<file path="src/rtl/alu_operand_sequencer.sv">
// alu_operand_sequencer: debounced button steps A/B/op loading, executes the ALU and captures its result
package Decoders;
  typedef enum logic [1:0] {ADD = 2'b00, SUB = 2'b01, AND = 2'b10, OR = 2'b11} OP_t;
endpackage

module alu_operand_sequencer #(
  parameter int DEBOUNCE_CYCLES = 1000000
) (
  input logic clk,
  input logic rst,
  alu_operand_sequencer_if.master bus
);
  import Decoders::*;
  localparam int CNT_W = $clog2(DEBOUNCE_CYCLES + 1);
  typedef enum logic [2:0] {LOAD_A = 3'd0, LOAD_B = 3'd1, LOAD_OP = 3'd2, EXEC = 3'd3, SHOW = 3'd4} state_t;
  logic             sync1_q, sync2_q, lvl_q, lvl_d;
  logic [CNT_W-1:0] cnt_q, cnt_d;
  logic             diff, flip, press;
  state_t           state_q, state_d;
  logic [6:0]       a_q, a_d, b_q, b_d, res_q, res_d;
  OP_t              op_q, op_d;
  logic [3:0]       flags_q, flags_d;
  logic             done_q, done_d;
  always_comb begin
    diff  = sync2_q ^ lvl_q;
    flip  = diff && cnt_q == CNT_W'(DEBOUNCE_CYCLES - 1);
    cnt_d = (diff && !flip) ? cnt_q + CNT_W'(1) : '0;
    lvl_d = flip ? ~lvl_q : lvl_q;
    press = flip & ~lvl_q;
  end
  always_ff @(posedge clk) begin
    if (rst) begin
      sync1_q <= 1'b0;
      sync2_q <= 1'b0;
      cnt_q   <= '0;
      lvl_q   <= 1'b1;
      state_q <= LOAD_A;
    end else begin
      sync1_q <= bus.btn;
      sync2_q <= sync1_q;
      cnt_q   <= cnt_d;
      lvl_q   <= lvl_d;
      state_q <= state_d;
    end
  end
  always_comb begin
    state_d = LOAD_A;
    case (state_q)
      LOAD_A:  state_d = press ? LOAD_B : LOAD_A;
      LOAD_B:  state_d = press ? LOAD_OP : LOAD_B;
      LOAD_OP: state_d = press ? EXEC : LOAD_OP;
      EXEC:    state_d = SHOW;
      SHOW:    state_d = press ? LOAD_A : SHOW;
      default: state_d = LOAD_A;
    endcase
  end
  always_comb begin
    a_d     = (state_q == LOAD_A && press) ? bus.sw : a_q;
    b_d     = (state_q == LOAD_B && press) ? bus.sw : b_q;
    op_d    = (state_q == LOAD_OP && press) ? OP_t'(bus.op_sel) : op_q;
    res_d   = (state_q == EXEC) ? bus.alu_result : res_q;
    flags_d = (state_q == EXEC) ? {bus.alu_overflow, bus.alu_zero, bus.alu_carry, bus.alu_negative} : flags_q;
    done_d  = (state_q == EXEC) ? 1'b1 : (state_q == SHOW && press) ? 1'b0 : done_q;
  end
  always_ff @(posedge clk) begin
    if (rst) begin
      a_q     <= '0;
      b_q     <= '0;
      op_q    <= ADD;
      res_q   <= '0;
      flags_q <= '0;
      done_q  <= 1'b0;
    end else begin
      a_q     <= a_d;
      b_q     <= b_d;
      op_q    <= op_d;
      res_q   <= res_d;
      flags_q <= flags_d;
      done_q  <= done_d;
    end
  end
  assign bus.alu_a   = a_q;
  assign bus.alu_b   = b_q;
  assign bus.alu_op  = op_q;
  assign bus.res_q   = res_q;
  assign bus.flags_q = flags_q;
  assign bus.done    = done_q;
  assign bus.state_o = state_q;
endmodule

</file>
<file path="src/rtl/alu_operand_sequencer_if.sv">
// alu_operand_sequencer_if: switch/button inputs, ALU operand/op/result bus and display outputs
interface alu_operand_sequencer_if;
  logic       btn;
  logic [6:0] sw;
  logic [1:0] op_sel;
  logic [6:0] alu_a;
  logic [6:0] alu_b;
  logic [1:0] alu_op;
  logic [6:0] alu_result;
  logic       alu_overflow;
  logic       alu_zero;
  logic       alu_carry;
  logic       alu_negative;
  logic [6:0] res_q;
  logic [3:0] flags_q;
  logic       done;
  logic [2:0] state_o;
  modport master (
    input  btn, sw, op_sel, alu_result, alu_overflow, alu_zero, alu_carry, alu_negative,
    output alu_a, alu_b, alu_op, res_q, flags_q, done, state_o
  );
  modport slave (
    output btn, sw, op_sel, alu_result, alu_overflow, alu_zero, alu_carry, alu_negative,
    input  alu_a, alu_b, alu_op, res_q, flags_q, done, state_o
  );
endinterface

</file>
<file path="src/flat_wrapper.sv">
// flat-port wrapper written by rule: the top's interface ports become plain ports
module alu_operand_sequencer_flat import Decoders::*;
#(
  parameter int DEBOUNCE_CYCLES = 1000000
)
  (clk, rst, bus_btn, bus_sw, bus_op_sel, bus_alu_result, bus_alu_overflow, bus_alu_zero, bus_alu_carry, bus_alu_negative, bus_alu_a, bus_alu_b, bus_alu_op, bus_res_q, bus_flags_q, bus_done, bus_state_o);
  alu_operand_sequencer_if bus_i ();
  input logic clk;
  input logic rst;
  input wire logic [$bits(bus_i.btn)-1:0] bus_btn;
  input wire logic [$bits(bus_i.sw)-1:0] bus_sw;
  input wire logic [$bits(bus_i.op_sel)-1:0] bus_op_sel;
  input wire logic [$bits(bus_i.alu_result)-1:0] bus_alu_result;
  input wire logic [$bits(bus_i.alu_overflow)-1:0] bus_alu_overflow;
  input wire logic [$bits(bus_i.alu_zero)-1:0] bus_alu_zero;
  input wire logic [$bits(bus_i.alu_carry)-1:0] bus_alu_carry;
  input wire logic [$bits(bus_i.alu_negative)-1:0] bus_alu_negative;
  output wire logic [$bits(bus_i.alu_a)-1:0] bus_alu_a;
  output wire logic [$bits(bus_i.alu_b)-1:0] bus_alu_b;
  output wire logic [$bits(bus_i.alu_op)-1:0] bus_alu_op;
  output wire logic [$bits(bus_i.res_q)-1:0] bus_res_q;
  output wire logic [$bits(bus_i.flags_q)-1:0] bus_flags_q;
  output wire logic [$bits(bus_i.done)-1:0] bus_done;
  output wire logic [$bits(bus_i.state_o)-1:0] bus_state_o;
  assign bus_i.btn = bus_btn;
  assign bus_i.sw = bus_sw;
  assign bus_i.op_sel = bus_op_sel;
  assign bus_i.alu_result = bus_alu_result;
  assign bus_i.alu_overflow = bus_alu_overflow;
  assign bus_i.alu_zero = bus_alu_zero;
  assign bus_i.alu_carry = bus_alu_carry;
  assign bus_i.alu_negative = bus_alu_negative;
  assign bus_alu_a = bus_i.alu_a;
  assign bus_alu_b = bus_i.alu_b;
  assign bus_alu_op = bus_i.alu_op;
  assign bus_res_q = bus_i.res_q;
  assign bus_flags_q = bus_i.flags_q;
  assign bus_done = bus_i.done;
  assign bus_state_o = bus_i.state_o;
  alu_operand_sequencer #(.DEBOUNCE_CYCLES(DEBOUNCE_CYCLES)) u_core (.clk(clk), .rst(rst), .bus(bus_i));
endmodule
</file>
<file path="config.mk">
export PLATFORM = sky130hd
export DESIGN_NAME = alu_operand_sequencer_flat
export DESIGN_NICKNAME = d
export VERILOG_FILES = /design/src/rtl/alu_operand_sequencer.sv /design/src/rtl/alu_operand_sequencer_if.sv /design/src/flat_wrapper.sv
export SDC_FILE = /design/constraint.sdc
export NUM_CORES = 1
export LEC_CHECK = 0
export BUFFER_PORTS_ARGS = -buffer_cell sky130_fd_sc_hd__buf_4
export CAP_MARGIN = 25
export CORE_ASPECT_RATIO = 0.7
export CORE_MARGIN = 10
export CORE_UTILIZATION = 53
export CTS_CLUSTER_SIZE = 12
export DETAILED_ROUTE_END_ITERATION = 16
export GPL_TIMING_DRIVEN = 0
export PLACE_DENSITY = 0.79
export SETUP_SLACK_MARGIN = 0.05
export SYNTH_ARGS = -nofsm -noshare
export SYNTH_HDL_FRONTEND = slang
export SYNTH_SLANG_ARGS = --single-unit
</file>
<file path="constraint.sdc">
create_clock -name clk -period 2.38 [get_ports clk]
set_clock_uncertainty 0.15 [all_clocks]
set_input_delay 0.476 -clock clk [delete_from_list [all_inputs] [get_ports clk]]
set_output_delay 0.476 -clock clk [all_outputs]
set_load 0.02 [all_outputs]
</file>
==> results of run 1 <==
-- cell families after synthesis --
group	after synthesis	share of synthesized area [%]
AOI/OAI and AO/OA	62	13.9
xor gates and xnor gates	12	4.54
adders and majority gates	1	0.540
buffers and inverters	20	3.46
DFF	54	46.7
muxes	1	0.486
and+or+nand+nor	118	30.4
-- routing by layer --
metal	part of all wire (%)	wire, µm	vias up
met4	0.83	48	0
met1	48	2740	1003
li1	-	-	1084
met3	6.6	379	6
met2	45	2590	55
met5	0	0	-
-- what timing repair did --
| item | in CTS | in global routing |
|---|---|---|
| resized for setup | 3 | 5 |
| pin swaps | 0 | 1 |
| hold buffers | 0 | 0 |
| setup endpoints to repair | 8 | 30 |
-- worst max-delay path by stage --
stage                    start                     to  slack, ns  cells past startpoint
2_1_floorplan  u_core.cnt_q[0]  u_core.bus.state_o[0]       0.19                      6
3_3_place_gp   u_core.cnt_q[0]  u_core.bus.state_o[0]     -0.005                      6
3_5_place_dp   u_core.cnt_q[0]  u_core.bus.state_o[0]      -0.05                      6
4_1_cts        u_core.cnt_q[1]  u_core.bus.state_o[0]       0.07                      6
5_1_grt        u_core.cnt_q[0]  u_core.bus.state_o[0]      0.002                      6
6_report       u_core.cnt_q[0]  u_core.bus.state_o[0]       0.12                      6
-- state kept, by name (all words and copies together), names as in the netlist --
signal              count
u_core.cnt_q           20
u_core.bus.alu_a        7
u_core.bus.alu_b        7
u_core.bus.res_q        7
u_core.bus.flags_q      4
u_core.bus.state_o      3
u_core.bus.alu_op       2
u_core.bus.done         1
u_core.lvl_q            1
u_core.sync1_q          1
u_core.sync2_q          1
-- area by class of cell --
cell class	count	area, µm²
Buffer	14	62.6
Clock buffer	7	86.3
Clock inverter	1	5.00
Fill cell	352	1390
Inverter	6	22.5
Multi-Input combinational cell	194	1170
Sequential cell	54	1080
Tap cell	55	68.8
Timing Repair Buffer	52	390
-- cell usage after synthesis (all sizes together) (2+ instances only) --
cell type	instances	area, µm²
a21oi	35	175
and4	2	17.5
buf	4	20.0
clkbuf	10	37.5
dfxtp	54	1080
inv	6	22.5
nand2	30	113
nand2b	3	18.8
nand3	17	90.1
nand4	10	62.6
nand4b	2	17.5
nor2	16	60.1
nor2b	4	25.0
nor3	7	51.3
nor4	5	37.5
nor4b	7	76.3
o21ai	22	110
o31ai	2	15.0
or3	6	47.5
or4	5	45.0
xnor2	10	87.6
xor2	2	17.5
-- power groups by stage --
stage                     registers, mW  logic, mW  clock network [mW]
after floorplan                   0.934     0.0244                   0
after global placement            0.935     0.0592                   0
after detailed placement          0.935     0.0600                   0
after CTS                         0.914     0.0607               0.535
after global routing              0.917     0.0692               0.565
final                             0.915     0.0615               0.526
-- stage by stage --
step	utilization (%)	worst slack [ns]	cell area [µm²]	hold WS, ns
floorplan	-	0.188	2320	0.264
global placement	64.9	-0.00459	2780	0.268
detailed placement	64.9	-0.0534	2780	0.278
CTS	67.1	0.0715	2870	0.223
global route	67.5	0.00249	2890	0.249
finish	67.5	0.119	2890	0.227
-- worst max-delay path: stages (launching register included) --
cell and delay [ns]:
dfxtp_2 0.38, ha_2 0.22, nand2_2 0.13, or4_1 0.54
buf_2 0.21, nor3_4 0.19, mux2_1 0.34
==> impl_metrics.tcl, run 1 <==
set metrics [dict create \
    n_antenna_cell 0 \
    layout_common_cells "buf_4, dfxtp_1, a21oi_1, nand2_1" \
    clkPwrFrac_pct 35.0 \
    dp_cells 375 \
    antenna_left 0 \
    worst-r2r-setup-slack_ns 0.12 \
    tns_ns 0 \
    syn2layout_area_growth_pct 24.7 \
    grtUsageTotal_pct 15.4 \
    p_per_area_nw_per_um2 520 \
    gr-usage-met2_pct 24.3 \
    routedWlPerCell_um 15.0 \
    grt_pass1_wl_um 9630 \
    drv_slew 0 \
    vdd_drop_max_mv 0.414 \
    clock-sinks 54 \
    holdCritStartpoint "bus_btn" \
    drtIter0Drc 152 \
    p_sw_mw 0.325 \
    path_clk_slew_ns 0.09 \
    cp-end-kind "flip-flop" \
    cts_buffer_depth 2 \
    fmax_mhz 442 \
    cts-root-buf "clkbuf_8" \
    gp_congestion 0.855 \
    drive_gt1_share_pct 23.5 \
    met1_usage_pct 20.2 \
    path_max_fanout 10 \
    overflow 0 \
    numCtsBuffers 5 \
    synth-edff-count 0 \
    power.leakage_nw 1.03 \
    first_global_vias 2065 \
    seq_power_share_pct 60.9 \
    rr_worst_depth 6 \
    yosysSeqAreaShare_pct 46.7 \
    tritoncts "built" \
    synth_cells 268 \
    hold_path_depth 2 \
    fin_nets 351 \
    drt_pass1_iterations 4 \
    synth_ff_type "dfxtp_1" \
    cts_setup_buffers 0 \
    arrival_ns 2.31 \
    min_path_type "input pin to flip-flop" \
    synth.distinct_cells 39 \
    core_area_um2 4280 \
    antenna_found_initial 0 \
    dpl.hpwl_um 4360 \
    start_util_pct 54.1 \
    internal_power_mw 1.18 \
    status "complete, no violations" \
    final-setup-viol-count 0 \
    slew_headroom_pct 64.0 \
    die_h_um 75.3 \
    rsz0062_at_grt "true" \
    worstMarginPinSlew_ns 0.533 \
    path_class "flip-flop to flip-flop" \
    hold_viol_final 0 \
    p_sw_share_pct 21.6 \
    syn-cell-area_um2 2320 \
    die_w_um 99.0 \
    die-area_um2 7460 \
    grtUsageMet3_pct 4.80 \
    r2r-end "u_core.bus.state_o[0]" \
    fin_cells 383 \
    row_count 20 \
    synth.net_count 292 \
    top_usage_layer "met2" \
    num_vias 2148 \
    clock_latency_ns 0.30 \
    postSynth.asyncResetShare_pct 0 \
    routed_wl_um 5750 \
    final_common_cell "buf_4" \
    post-route-drc-count 0 \
    synth.avg_cell_area_um2 8.64 \
    pwr-share-comb_pct 4.1 \
    yosysWarnings 0 \
    min_to "u_core.sync1_q" \
    r2r-start "u_core.cnt_q[0]" \
    min_period_ns 2.26 \
    ios 54 \
    vias_per_cell 5.61 \
    grt_max_degree 16 \
    start_kind "flip-flop" \
    cap_violations 0 \
    finalPower_mw 1.50 \
    htreeDepth 2 \
    fin_crit_sh_pct 95.0 \
    io_buffers 52 \
    required_ns 2.43 \
    ys_seq_elements 54 \
]
Power figures use the tool's default switching activity.
==> inputs of run 2 (changes only) <==
==> constraint.sdc (replaced) <==
create_clock -name clk -period 2.9 [get_ports clk]
set_clock_uncertainty 0.15 [all_clocks]
set_input_delay 0.58 -clock clk [delete_from_list [all_inputs] [get_ports clk]]
set_output_delay 0.58 -clock clk [all_outputs]
set_load 0.02 [all_outputs]
==> impl_metrics.tcl, run 2 (same netlist as run 1, synthesis figures left out) <==
set metrics [dict create \
    status "complete, no violations" \
    grt_pass1_wl_um 9630 \
    die-area_um2 7460 \
    row_count 20 \
    routed_wl_um 5740 \
    die_w_um 99.0 \
    largest_reg_flops 20 \
    path_class "flip-flop to flip-flop" \
    fmax_mhz 409 \
    cts_resized 0 \
    min_path_type "flip-flop to flip-flop" \
    ios 54 \
    pwr-share-comb_pct 4.0 \
    tns_ns 0 \
    min_period_ns 2.44 \
    grtUsageTotal_pct 15.4 \
    p_per_area_nw_per_um2 429 \
    routedWlPerCell_um 15.0 \
    clkPwrFrac_pct 35.0 \
    path_clk_slew_ns 0.09 \
    fin_crit_sh_pct 84.3 \
    drt_pass1_iterations 4 \
    numCtsBuffers 5 \
    tritoncts "built" \
    whs_ns 0.290 \
    rsz0062_at_grt "false" \
    syn2layout_area_growth_pct 23.8 \
    final_common_cell "dfxtp_1" \
    path_max_fanout 10 \
    first_global_vias 2065 \
    vdd_drop_max_mv 0.339 \
    utilization_pct 67.0 \
    arrival_ns 2.50 \
    antenna_left 0 \
    post-route-drc-count 0 \
    antenna_found_initial 0 \
    cap_violations 0 \
    clock-sinks 54 \
    internal_power_mw 0.964 \
    die_h_um 75.3 \
    gp_congestion 0.855 \
    htreeDepth 2 \
    drtIter0Drc 162 \
    p_sw_mw 0.265 \
    core_area_um2 4280 \
    required_ns 2.95 \
    start_kind "flip-flop" \
    n_antenna_cell 0 \
    overflow 0 \
    cp-end-kind "flip-flop" \
    cts_setup_buffers 0 \
    layout_common_cells "dfxtp_1, buf_4, a21oi_1, nand2_1" \
    clock_latency_ns 0.30 \
    start_util_pct 54.1 \
    worstMarginPinSlew_ns 0.679 \
    final-setup-viol-count 0 \
    cts_buffer_depth 2 \
    p_sw_share_pct 21.6 \
    top_register "u_core.cnt_q" \
    cts-root-buf "clkbuf_8" \
    vias_per_cell 5.59 \
    drive_gt1_share_pct 22.3 \
    hold_viol_final 0 \
    drv_slew 0 \
    grt_max_degree 16 \
    post-place-ws_ns 0.467 \
    slew_headroom_pct 54.4 \
    fin_nets 351 \
    power.leakage_nw 1.01 \
    dpl.hpwl_um 4360 \
    seq_power_share_pct 61.0 \
    num_vias 2142 \
    io_buffers 52 \
    cts_hold_buffers 0 \
    fin_ws_ns 0.456 \
]
-- run 2: routing by layer --
metal | vias to the layer above | global-route usage, % | share of wire [%]
li1 | 1083 | - | -
met1 | 1005 | 20.2 | 49
met2 | 46 | 24.3 | 44
met3 | 8 | 4.80 | 6.0
met4 | 0 | 3.80 | 1.0
met5 | - | 0 | 0
-- run 2: power groups by stage --
| stage | Sequential [mW] | Clock [mW] | Combinational, mW |
|---|---|---|---|
| CTS | 0.750 | 0.439 | 0.0494 |
| global route | 0.752 | 0.464 | 0.0553 |
| global placement | 0.767 | 0 | 0.0486 |
| floorplan | 0.766 | 0 | 0.0200 |
| finish | 0.750 | 0.430 | 0.0491 |
| detailed placement | 0.768 | 0 | 0.0492 |
-- run 2: per-stage QoR --
step                      instances  power (mW)  instance area (µm²)
final                           383        1.23                 2870
after floorplan                 268       0.786                 2320
after global routing            383        1.27                 2870
after CTS                       383        1.24                 2870
after global placement          375       0.816                 2780
after detailed placement        375       0.817                 2780
-- run 2: final timing paths --
kind	start	endpoint	slack, ns	depth (start not counted)
setup / recovery	u_core.cnt_q[0]	u_core.bus.state_o[0]	0.46	6
hold / removal	u_core.sync1_q	u_core.sync2_q	0.29	1
setup reg to reg	u_core.cnt_q[0]	u_core.bus.state_o[0]	0.46	6
hold reg to reg	u_core.sync1_q	u_core.sync2_q	0.29	1
-- run 2: critical path, cell delays in order, from the launching register on --
cell     delay (ns)
dfxtp_1        0.41
ha_1           0.24
nand2_1        0.20
or4_1          0.56
buf_2          0.21
nor3_4         0.24
mux2_1         0.34
-- run 2: layout make-up --
cell class	instances	area (µm²)
clock inverter	1	5.00
clock buffer	7	86.3
sequential	54	1080
multi-input combinational	194	1150
fill	357	1410
inverter	6	22.5
timing repair buffer	52	390
buffer	14	57.6
tap	55	68.8
